===== config.mk =====
export PLATFORM = sky130hd
export DESIGN_NAME = mult_share_arbiter
export DESIGN_NICKNAME = d
export VERILOG_FILES = /design/src/rtl/mult_share_arbiter_pkg.sv /design/src/rtl/mult_share_arbiter_booth.sv /design/src/rtl/mult_share_arbiter.sv
export SDC_FILE = /design/constraint.sdc
export NUM_CORES = 1
export LEC_CHECK = 0
export ABC_CLOCK_PERIOD_IN_PS = 7300
export CAP_MARGIN = 30
export CORE_MARGIN = 4
export CORE_UTILIZATION = 25
export CTS_BUF_LIST = sky130_fd_sc_hd__clkbuf_2
export DETAILED_ROUTE_END_ITERATION = 6
export GPL_TIMING_DRIVEN = 0
export PLACE_DENSITY = 0.49
export REMOVE_ABC_BUFFERS = 1
export SETUP_SLACK_MARGIN = 0.2
export SLEW_MARGIN = 20
export SYNTH_ARGS = -nofsm -noshare
export SYNTH_HDL_FRONTEND = slang
export SYNTH_SLANG_ARGS = --single-unit

===== constraint.sdc =====
create_clock -name clk -period 7.3 [get_ports clk]
set_input_delay 1.46 -clock clk [delete_from_list [all_inputs] [get_ports clk]]
set_output_delay 1.46 -clock clk [all_outputs]
set_load 0.01 [all_outputs]

===== src/rtl/mult_share_arbiter_pkg.sv =====
// Shared widths, stage bundles and round-robin helper for mult_share_arbiter.
package mult_share_pkg;

    localparam int DATA_W = 16;
    localparam int PROD_W = 2 * DATA_W;
    localparam int ID_W   = 3;

    typedef struct packed {
        logic              valid;
        logic [ID_W-1:0]   id;
        logic [DATA_W-1:0] a;
        logic [DATA_W-1:0] b;
    } op_stage_t;

    typedef struct packed {
        logic              valid;
        logic [ID_W-1:0]   id;
        logic [PROD_W-1:0] product;
    } prod_stage_t;

    function automatic int rr_wrap(input int idx, input int n);
        return (idx >= n) ? idx - n : idx;
    endfunction

endpackage


===== src/rtl/mult_share_arbiter_booth.sv =====
// Booth_Multiplier_Routing: combinational radix-4 Booth signed multiplier.
module Booth_Multiplier_Routing #(
    parameter int DATA_W = 16
) (
    input  logic [DATA_W-1:0]   a,
    input  logic [DATA_W-1:0]   b,
    output logic [2*DATA_W-1:0] product
);

    localparam int NG = (DATA_W + 1) / 2;
    localparam int BW = 2 * NG + 1;
    localparam int PW = 2 * DATA_W;

    logic signed [DATA_W-1:0] as_s;
    logic signed [DATA_W-1:0] bs_s;
    logic signed [BW-2:0]     bs_x;
    logic        [BW-1:0]     bx;
    logic signed [PW-1:0]     ax;
    logic signed [PW-1:0]     pp;
    logic signed [PW-1:0]     acc;

    assign as_s = a;
    assign bs_s = b;

    always_comb begin
        bs_x = (BW-1)'(bs_s);
        // bit 0 is the implicit b[-1] = 0 of the first Booth group
        bx   = {bs_x, 1'b0};
        ax   = PW'(as_s);
        acc  = '0;
        pp   = '0;
        for (int g = 0; g < NG; g++) begin
            unique case (bx[2*g +: 3])
                3'b001, 3'b010: pp = ax;
                3'b011:         pp = ax <<< 1;
                3'b100:         pp = -(ax <<< 1);
                3'b101, 3'b110: pp = -ax;
                default:        pp = '0;
            endcase
            acc = acc + (pp <<< (2 * g));
        end
        product = acc;
    end

endmodule


===== src/rtl/mult_share_arbiter.sv =====
// Round-robin shared signed multiplier; define MULT_SHARE_ARBITER_PIPE_EN
// to add a register after the multiplier (latency 2 instead of 1).
module mult_share_arbiter
    import mult_share_pkg::*;
#(
    parameter int NUM_REQ = 4,
    parameter int DATA_W  = mult_share_pkg::DATA_W
) (
    input  logic                             clk,
    input  logic                             rst,
    input  logic [NUM_REQ-1:0]               req_valid,
    output logic [NUM_REQ-1:0]               req_ready,
    input  logic [NUM_REQ-1:0][DATA_W-1:0]   req_a,
    input  logic [NUM_REQ-1:0][DATA_W-1:0]   req_b,
    output logic                             rsp_valid,
    input  logic                             rsp_ready,
    output logic [$clog2(NUM_REQ)-1:0]       rsp_id,
    output logic [2*DATA_W-1:0]              rsp_product
);

    localparam int IDW = $clog2(NUM_REQ);
    localparam int PW  = 2 * DATA_W;

    typedef struct packed {
        logic              valid;
        logic [IDW-1:0]    id;
        logic [DATA_W-1:0] a;
        logic [DATA_W-1:0] b;
    } op_t;

    typedef struct packed {
        logic           valid;
        logic [IDW-1:0] id;
        logic [PW-1:0]  product;
    } pr_t;

    op_t            op_q;
    pr_t            out_q;
    pr_t            mul_s;
    logic [IDW-1:0] rr_ptr;
    logic [IDW-1:0] win;
    logic           found;
    logic           adv;
    logic [PW-1:0]  mul_p;

    // every stage moves together; only a held output blocks the pipe
    assign adv = !out_q.valid || rsp_ready;

    always_comb begin
        win   = '0;
        found = 1'b0;
        for (int k = 0; k < NUM_REQ; k++) begin
            int idx;
            idx = rr_wrap(int'(rr_ptr) + k, NUM_REQ);
            if (!found && req_valid[idx]) begin
                found = 1'b1;
                win   = IDW'(idx);
            end
        end
    end

    always_comb begin
        req_ready = '0;
        if (adv && found && !rst)
            req_ready[win] = 1'b1;
    end

    always_ff @(posedge clk or posedge rst) begin
        if (rst)
            rr_ptr <= '0;
        else if (adv && found)
            rr_ptr <= IDW'(rr_wrap(int'(win) + 1, NUM_REQ));
    end

    always_ff @(posedge clk or posedge rst) begin
        if (rst) begin
            op_q <= '0;
        end else if (adv) begin
            op_q.valid <= found;
            op_q.id    <= win;
            op_q.a     <= req_a[win];
            op_q.b     <= req_b[win];
        end
    end

    Booth_Multiplier_Routing #(
        .DATA_W (DATA_W)
    ) u_mul (
        .a       (op_q.a),
        .b       (op_q.b),
        .product (mul_p)
    );

    assign mul_s = '{valid: op_q.valid, id: op_q.id, product: mul_p};

`ifdef MULT_SHARE_ARBITER_PIPE_EN
    pr_t mid_q;

    always_ff @(posedge clk or posedge rst) begin
        if (rst) begin
            mid_q <= '0;
            out_q <= '0;
        end else if (adv) begin
            mid_q <= mul_s;
            out_q <= mid_q;
        end
    end
`else
    always_ff @(posedge clk or posedge rst) begin
        if (rst)
            out_q <= '0;
        else if (adv)
            out_q <= mul_s;
    end
`endif

    assign rsp_valid   = out_q.valid;
    assign rsp_id      = out_q.id;
    assign rsp_product = out_q.product;

endmodule


== Word level (Yosys, flattened, before mapping) ==
Cells that the tools add are included.
Operators by class
  div/mod/pow operators: 0
  add/subtract/negate cells: 18
  multipliers: 0
  equality and inequality tests: 45
  order comparisons: 11
  reductions and logical operators: 26
  bitwise gates (word level): 0
  shifts and indexed selects: 0
  mux-type cells: 40
Operator list (number)
  adder 32 bit: 7
  < comparator 32 x 4 -> 1 bit (second input constant): 4
  2-to-1 mux 32 bit: 4
  one-hot mux 30 bit (4 select lines): 1
  one-hot mux 28 bit (4 select lines): 1
  one-hot mux 26 bit (4 select lines): 1
  one-hot mux 24 bit (4 select lines): 1
  one-hot mux 32 bit (3 select lines): 1
  one-hot mux 22 bit (4 select lines): 1
  one-hot mux 20 bit (4 select lines): 1
  one-hot mux 18 bit (4 select lines): 1
  binary-select mux 16 bit (select 2 bit): 2
  == test 3 bit (second input constant): 21
  == test 3 x 2 -> 1 bit (second input constant): 14
  2-to-1 mux 16 bit: 2
  negator 16 -> 32 bit: 1
  negator 17 -> 32 bit: 1
  OR reduction 2 bit: 14
  == test 3 x 1 -> 1 bit (second input constant): 7
  2-to-1 mux 1 bit: 13
  greater-or-equal comparator 3 bit (second input constant): 4
  subtractor 3 x 3 -> 4 bit (second input constant): 3
  2-to-1 mux 2 bit: 5
  binary-select mux 1 bit (select 2 bit): 4
  other kinds (14): 26
Word-level totals
  bits in latches: 0
  logic and storage cells: 148
  output and inout port bits: 39
  bits in read-only memories: 0
  bits in registers: 72
  memories kept: 0
  bits of input ports: 135
  bits in writable memories: 0

== Depth between registers and ports, before layout ==
Gate-level depths: netlist (run 1).
  depth in word-level cells: 20
  gate-level depth with buffers: 30

== By module ==
From an unflattened synthesis (run 1), not the netlist that was laid out.
Second synthesis, totals
  cells, all modules: 1879
  area total of the unflattened synthesis: 14157.3 um2
By module, submodules not included
  Booth_Multiplier_Routing: area each 10427.5 um2, seq. area each 0.0 um2, times used 1, cells an instance 1463
  mult_share_arbiter: area each 3729.8 um2, seq. area each 1801.7 um2, times used 1, cells an instance 416

== Worst setup path after synthesis (run 1) ==
Ideal clock, no wire load.
  path kind: register to register
  from: register, netlist name op_q[16]
  to: register out_q (netlist bit rsp_product[25])
  arrival: 7570 ps
  path slack: -339 ps
  stages on the path, launching flop included: 26
  required time: 7231 ps
  library setup time: 69 ps
  cells stage by stage: dfrtp_1 inv_1 clkbuf_1 ha_1 buf_2 or3b_2 clkbuf_1 nor2_1 nand3_1 xnor2_1 o21ai_0 mux4_2 fa_1 fa_1 fa_1 inv_1 fa_1 inv_1 ha_1 or3_1 o41a_1 a41oi_1 o21a_1 a211oi_1 or4b_2 nand3_1
Between the ends
  longest elaborated chain between the ends: 9
  elaborated cells between the ends (all ways): 17
  classes of those cells: add/sub: 9; mux: 8
Ends and longest elaborated chain
  negator 17 -> 32 bit or negator 16 -> 32 bit (tied branches): RTL line mult_share_arbiter_booth.sv:36, mult_share_arbiter_booth.sv:37
  one-hot mux 30 bit (4 select lines) or one-hot mux 32 bit (3 select lines) (tied branches): RTL line mult_share_arbiter_booth.sv:33  | unique case (bx[2*g +: 3])
  adder 32 bit (6 in series): RTL line mult_share_arbiter_booth.sv:40  | acc = acc + (pp <<< (2 * g));
  adder 32 bit (*): RTL line mult_share_arbiter_booth.sv:40
  end signal: assignment: RTL line mult_share_arbiter.sv:113  | out_q <= mul_s;
  end: declaration: RTL line mult_share_arbiter.sv:38  | pr_t out_q;
Mark *: on every way between the ends. The rest lies on a longest branch, timed or not.
A chain may end at the register's enable or synchronous reset.

== Final worst setup path (run 1) ==
  from: register, netlist name op_q[20]
  to: register out_q (netlist bit rsp_product[24])
Between the ends
  longest elaborated chain between the ends: 9
  elaborated cells between the ends (all ways): 17
  classes of those cells: add/sub: 9; mux: 8
Ends and longest elaborated chain (RTL line)
  negator 17 -> 32 bit or negator 16 -> 32 bit (tied branches): mult_share_arbiter_booth.sv:36, mult_share_arbiter_booth.sv:37
  one-hot mux 30 bit (4 select lines) or one-hot mux 32 bit (3 select lines) (tied branches): mult_share_arbiter_booth.sv:33
  adder 32 bit (6 in series): mult_share_arbiter_booth.sv:40
  adder 32 bit (*): mult_share_arbiter_booth.sv:40
Marked as above.

==> results of run 1 <==
-- cells by family after synthesis --
kind of cell    Yosys count  share of synthesized area [%]
compound gates          705                           28.8
fa+ha+maj               184                           21.4
simple gates            685                           18.9
flops                    72                           11.8
xor+xnor                 76                           4.39
mux                      71                           4.88
buf+inv                 393                           9.77
-- cells in the final DEF, fill, tap and decap left out, drive strengths merged, types with 23 or more instances in the layout --
master	count
a211oi	23
a21o	26
a21oi	175
a221oi	34
a31oi	26
buf	132
clkdlybuf4s50	173
dfrtp	72
fa	131
ha	53
inv	173
mux2i	53
nand2	419
nand3	42
nor2	128
nor2b	24
o211ai	49
o21ai	224
o22ai	24
xnor2	53
xor2	23
-- final timing paths --
kind | cells after the start | slack, ns | startpoint | to
hold reg to reg | 1 | 0.49 | mul_s[34]$_DFFE_PP0P_ | rsp_valid$_DFFE_PP0P_
min in group asynchronous | 2 | 1.09 | rst | rsp_valid$_DFFE_PP0P_
setup reg to reg | 29 | 0.11 | op_q[20]$_DFFE_PP0P_ | rsp_product[24]$_DFFE_PP0P_
hold / removal | 1 | 0.49 | mul_s[34]$_DFFE_PP0P_ | rsp_valid$_DFFE_PP0P_
setup / recovery | 29 | 0.11 | op_q[20]$_DFFE_PP0P_ | rsp_product[24]$_DFFE_PP0P_
max in group asynchronous | 3 | 5.57 | rst | op_q[1]$_DFFE_PP0P_
-- Yosys cell counts (all sizes together) (20+ instances only) --
| cell | number | area (um2) |
|---|---|---|
| a21o | 26 | 195 |
| o22ai | 24 | 150 |
| xnor2 | 53 | 472 |
| nand2 | 419 | 1570 |
| dfrtp | 72 | 1800 |
| a211oi | 23 | 173 |
| nor2 | 128 | 480 |
| a221oi | 34 | 298 |
| a21oi | 175 | 902 |
| a211o | 20 | 175 |
| o21ai | 224 | 1120 |
| xor2 | 23 | 201 |
| clkbuf | 180 | 677 |
| inv | 176 | 661 |
| ha | 53 | 663 |
| a31oi | 26 | 163 |
| o211ai | 49 | 368 |
| mux2i | 53 | 534 |
| buf | 34 | 148 |
| nand3 | 42 | 210 |
| fa | 131 | 2620 |
| nor2b | 24 | 150 |
-- routing by layer --
metal	global-route usage [%]	wire length (um)
met1	25.3	26700
met3	3.62	5780
met4	8.52	2930
met5	0	0
met2	31.8	31200
-- stage by stage --
| step | instance area [um2] | hold slack (ns) | setup WS (ns) | TNS, ns | instances |
|---|---|---|---|---|---|
| floorplan | 14500 | 0.435 | -1.30 | -12.64 | 1972 |
| global placement | 17200 | 0.450 | -5.12 | -77.33 | 2927 |
| detailed placement | 17900 | 0.446 | -2.75 | -35.14 | 2962 |
| CTS | 19200 | 0.500 | 0.200 | 0 | 3043 |
| global route | 19700 | 0.528 | -0.0294 | -0.0780 | 3077 |
| finish | 19700 | 0.495 | 0.111 | 0 | 3077 |
-- what timing repair did --
item,in CTS,in global routing
pin swaps,57,60
endpoints found under the setup margin,20,11
buffers inserted,65,33
resized for setup,145,63
cloned,0,0
-- registers in the layout, indices dropped and copies added (netlist names) --
name,flops
op_q,32
rr_ptr,2
mul_s,3
rsp_product,32
rsp_valid,1
rsp_id,2
-- area by class of cell --
cell class                 count  share of cell area [%]
tap                          782                    4.96
inverter                     179                    3.51
clock inverter                 7                   0.291
sequential                    72                    9.54
antenna                        1                  0.0127
multi-input combinational   1721                    65.6
timing repair buffer         306                    15.9
clock buffer                   9                   0.228
==> flow_summary_export.csv, run 1 <==
group,metric,value,unit
grt,grt_antenna_before_repair,1,
cells_and_area,multi_input_area,0.0130,mm2
timing,max_freq,139,MHz
worst_setup_path,crit_type,"reg -> reg",
worst_setup_path,worstPathArrival,7.85,ns
cts,tritoncts,"done",
die,die_h,256,um
die,ioPinCount,174,
synthesis,synth-edff-count,0,
timing,post-route-min-period,7.19,ns
synthesis,syn_inst,2186,
die,rows,90,
synthesis,syn_area,0.0153,mm2
timing,slew_viol_final,0,
min_path,hold_path.class,"reg -> reg",
cells_and_area,postLayoutCoreUtil,32.7,%
synthesis,ys_ff_latch,72,
run,drv_cap,0,
cts,clk_pin_slew,0.27,ns
worst_setup_path,cpMaxStageDelayCell,"fa_2",
synthesis,ys_seq_area_share,11.8,%
place,gp_congestion,0.903,
cts,insertion_delay,0.73,ns
timing,grt_setup_unrepaired,"true",
cells_and_area,final-seq-area,0.00188,mm2
synthesis,synth_cell_types,74,
die,fp.dieW,256,um
cts,cts_max_level,3,
worst_setup_path,path_buf_inv,10,
worst_setup_path,start_kind,"flip-flop",
timing,slew_headroom,27.4,%
route,dr.first_iter.drc_count,1715,
grt,track_usage,19.5,%
timing,setup_viol,0,
die,coreArea,0.0605,mm2
cells_and_area,nFillCells,6367,
worst_setup_path,cpPeakStageDelay,0.60,ns
worst_setup_path,critical_path.top_delay_family,"adder cells",
worst_setup_path,cp_max_fo,16,
cts,clk_root_buffer_cell,"clkbuf_2",
grt,first_global_vias,16400,
grt,grt_max_degree,77,
route,routedWlPerCell,21.6,um
place,io_buffers,173,
die,dieArea,0.0653,mm2
route,totalWireLength,66600,um
route,viasPerCell,5.49,
timing,worstMarginPinSlew,1.08,ns
synthesis,synth_warnings,0,
cts,ctsHoldBuffers,0,
route,vias,16900,
cts,cts_made_buffers,9,
route,postRouteAntennaNets,0,
grt,grt-ovfl-total,0,
worst_setup_path,endpoint_kind,"flip-flop",
cts,cts_buffer_depth,2,
synthesis,async_flop_share,100,%
cells_and_area,nNetsFinal,2608,
timing,period_share,98.5,%
synthesis,ys.flop_type,"dfrtp_1",
worst_setup_path,cp.required,7.96,ns
status,status,"completed",
cells_and_area,syn_to_final_growth,28.9,%
cells_and_area,drive_above_1_share,15.5,%
route,first_pass_iters,6,
place,place_hpwl,46900,um
grt,grt_pass1_wl,100000,um
die,start_util,25.3,%
route,drc,0,
timing,final.setup_skew,0.0432,ns
cts,cts_sinks,72,
timing,hold_viol,0,
synthesis,avgSynthCellArea,7.01,um2
Power of run 1 is not shown: default switching activity piles up to over one toggle a cycle in this logic, so the estimate is an artifact.
==> inputs of run 2 (changes only) <==
--- a/config.mk
+++ b/config.mk
@@ -5,11 +5,11 @@
 export SDC_FILE = /design/constraint.sdc
 export NUM_CORES = 1
 export LEC_CHECK = 0
-export ABC_CLOCK_PERIOD_IN_PS = 7300
+export ABC_CLOCK_PERIOD_IN_PS = 5900
 export CAP_MARGIN = 30
 export CORE_MARGIN = 4
 export CORE_UTILIZATION = 25
-export CTS_BUF_LIST = sky130_fd_sc_hd__clkbuf_2
+export CTS_BUF_LIST = sky130_fd_sc_hd__clkbuf_16
 export DETAILED_ROUTE_END_ITERATION = 6
 export GPL_TIMING_DRIVEN = 0
 export PLACE_DENSITY = 0.49
==> constraint.sdc (replaced) <==
create_clock -name clk -period 5.9 [get_ports clk]
set_input_delay 1.18 -clock clk [delete_from_list [all_inputs] [get_ports clk]]
set_output_delay 1.18 -clock clk [all_outputs]
set_load 0.01 [all_outputs]
==> run 2 against run 1 <==
  * The flow now finishes with violations (setup timing)
  * Register-to-register slack lost 1.4 ns
  * Clock skew shrank 0.032 ns
  * Routed wire length grew 2.0%
  * Clock-buffer cell count is the same
  * Critical path depth shrank 1
  * Non-clock buffer count grew 47
  * Critical path type unchanged
  * Critical endpoint unchanged
  * Largest cell class unchanged
  * Highest routed layer unchanged
==> flow_summary_export.csv, run 2 (synthesized netlist as in run 1, its figures left out) <==
group,metric,value,unit
status,status,"finished with violations",
status,violations,"setup timing",
cts,cts_buffer_depth,2,
timing,grt_setup_unrepaired,"true",
worst_setup_path,r2r_end,"rsp_product[24]$_DFFE_PP0P_",
worst_setup_path,cp_max_fo,6,
grt,grt_antenna_before_repair,0,
timing,worstMarginPinSlew,1.06,ns
cts,clk_root_buffer_cell,"clkbuf_16",
route,viasPerCell,5.50,
min_path,hold_path.class,"reg -> reg",
cells_and_area,fin_area,0.0207,mm2
grt,grt_pass1_wl,102000,um
cts,insertion_delay,0.38,ns
timing,final.setup_skew,0.0116,ns
cts,tritoncts,"done",
cts,ctsHoldBuffers,0,
timing,period_share,122,%
timing,slew_viol_final,0,
timing,slew_headroom,28.7,%
route,totalWireLength,68000,um
route,dr.first_iter.drc_count,1776,
grt,grt_max_degree,77,
cells_and_area,syn_to_final_growth,35.3,%
grt,first_global_vias,16600,
die,rows,90,
cells_and_area,antenna-diode-count,0,
die,ioPinCount,174,
worst_setup_path,endpoint_kind,"flip-flop",
place,post-place-ws,-4.15,ns
die,die_h,256,um
route,routedWlPerCell,21.8,um
worst_setup_path,crit_type,"reg -> reg",
worst_setup_path,cp.required,6.17,ns
cts,cts_sinks,72,
place,io_buffers,173,
worst_setup_path,cpPeakStageDelay,0.65,ns
worst_setup_path,cpMostUsedCell,"buf_6",
route,first_pass_iters,7,
cells_and_area,postLayoutCoreUtil,34.3,%
min_path,hold_depth,1,
route,postRouteAntennaNets,0,
cts,clk_pin_slew,0.07,ns
grt,grt-ovfl-total,0,
worst_setup_path,rr_startpoint,"op_q[17]$_DFFE_PP0P_",
min_path,holdPathEnd,"rsp_valid$_DFFE_PP0P_",
cells_and_area,final_common_cell,"nand2_1",
run,drv_cap,0,
cells_and_area,nNetsFinal,2655,
cts,cts_max_level,3,
worst_setup_path,worstPathArrival,7.46,ns
die,coreArea,0.0605,mm2
route,vias,17200,
cells_and_area,drive_above_1_share,19.4,%
timing,hold_viol,0,
timing,post-route-min-period,7.19,ns
grt,track_usage,19.8,%
die,fp.dieW,256,um
cts,cts_made_buffers,9,
die,dieArea,0.0653,mm2
die,start_util,25.3,%
place,place_hpwl,46900,um
worst_setup_path,cpMaxStageDelayCell,"fa_2",
min_path,min_from,"mul_s[34]$_DFFE_PP0P_",
worst_setup_path,start_kind,"flip-flop",
worst_setup_path,rrSetupSlack,-1.29,ns
route,drc,0,
worst_setup_path,ff2ff_path_depth,28,
place,gp_congestion,0.903,
cells_and_area,mostFrequentLayoutCells,"410 x nand2_1, 194 x o21ai_0, 173 x clkdlybuf4s50_1",
timing,setup_viol,18,
place,dpl_cell_area,0.0179,mm2
timing,worst_slack,-1.29,ns
timing,max_freq,139,MHz
## run 2: per-layer routing
layer / vias to the layer above / global-route usage [%] / share of wire (%)
li1: 7795 / - / -
met1: 8341 / 25.8 / 40
met2: 867 / 32.3 / 47
met3: 187 / 3.67 / 8.6
met4: 0 / 8.38 / 4.9
met5: - / 0 / 0
## run 2: worst max-delay path by stage
stage	cells past startpoint	to	start
after global routing	29	rsp_product[24]$_DFFE_PP0P_	op_q[26]$_DFFE_PP0P_
after detailed placement	21	rsp_product[30]$_DFFE_PP0P_	op_q[16]$_DFFE_PP0P_
final	28	rsp_product[24]$_DFFE_PP0P_	op_q[17]$_DFFE_PP0P_
after CTS	28	rsp_product[30]$_DFFE_PP0P_	op_q[21]$_DFFE_PP0P_
after global placement	23	rsp_product[31]$_DFFE_PP0P_	op_q[16]$_DFFE_PP0P_
after floorplan	24	rsp_product[31]$_DFFE_PP0P_	op_q[16]$_DFFE_PP0P_
## run 2: worst max-delay path, delay by kind of cell, from the launching register on
family / cells / cell delay [ns]
and+or+nand+nor: 5 / 1.57
AOI/OAI and AO/OA: 8 / 1.44
adders and majority gates: 6 / 2.61
buffers and inverters: 9 / 0.94
DFF: 1 / 0.50
## run 2: timing repair
item / CTS / global route
pin swaps: 115 / 79
resized for setup: 237 / 67
buffers inserted: 95 / 50
endpoints found under the setup margin: 25 / 21
## run 2: per-stage QoR
stage	hold WS [ns]	instances	TNS, ns
2_1_floorplan	0.435	1972	-35.53
3_3_place_gp	0.450	2927	-139.91
3_5_place_dp	0.446	2962	-65.73
4_1_cts	0.462	3073	-14.56
5_1_grt	0.488	3123	-20.28
6_report	0.459	3123	-17.36
## run 2: layout make-up
type,instances,area (um2)
sequential,72,1880
multi-input combinational,1721,13300
timing repair buffer,353,3550
clock buffer,9,225
clock inverter,7,57.6
fill,6265,39700
inverter,179,702
tap,782,978
Power of run 2 is left out for the same reason.
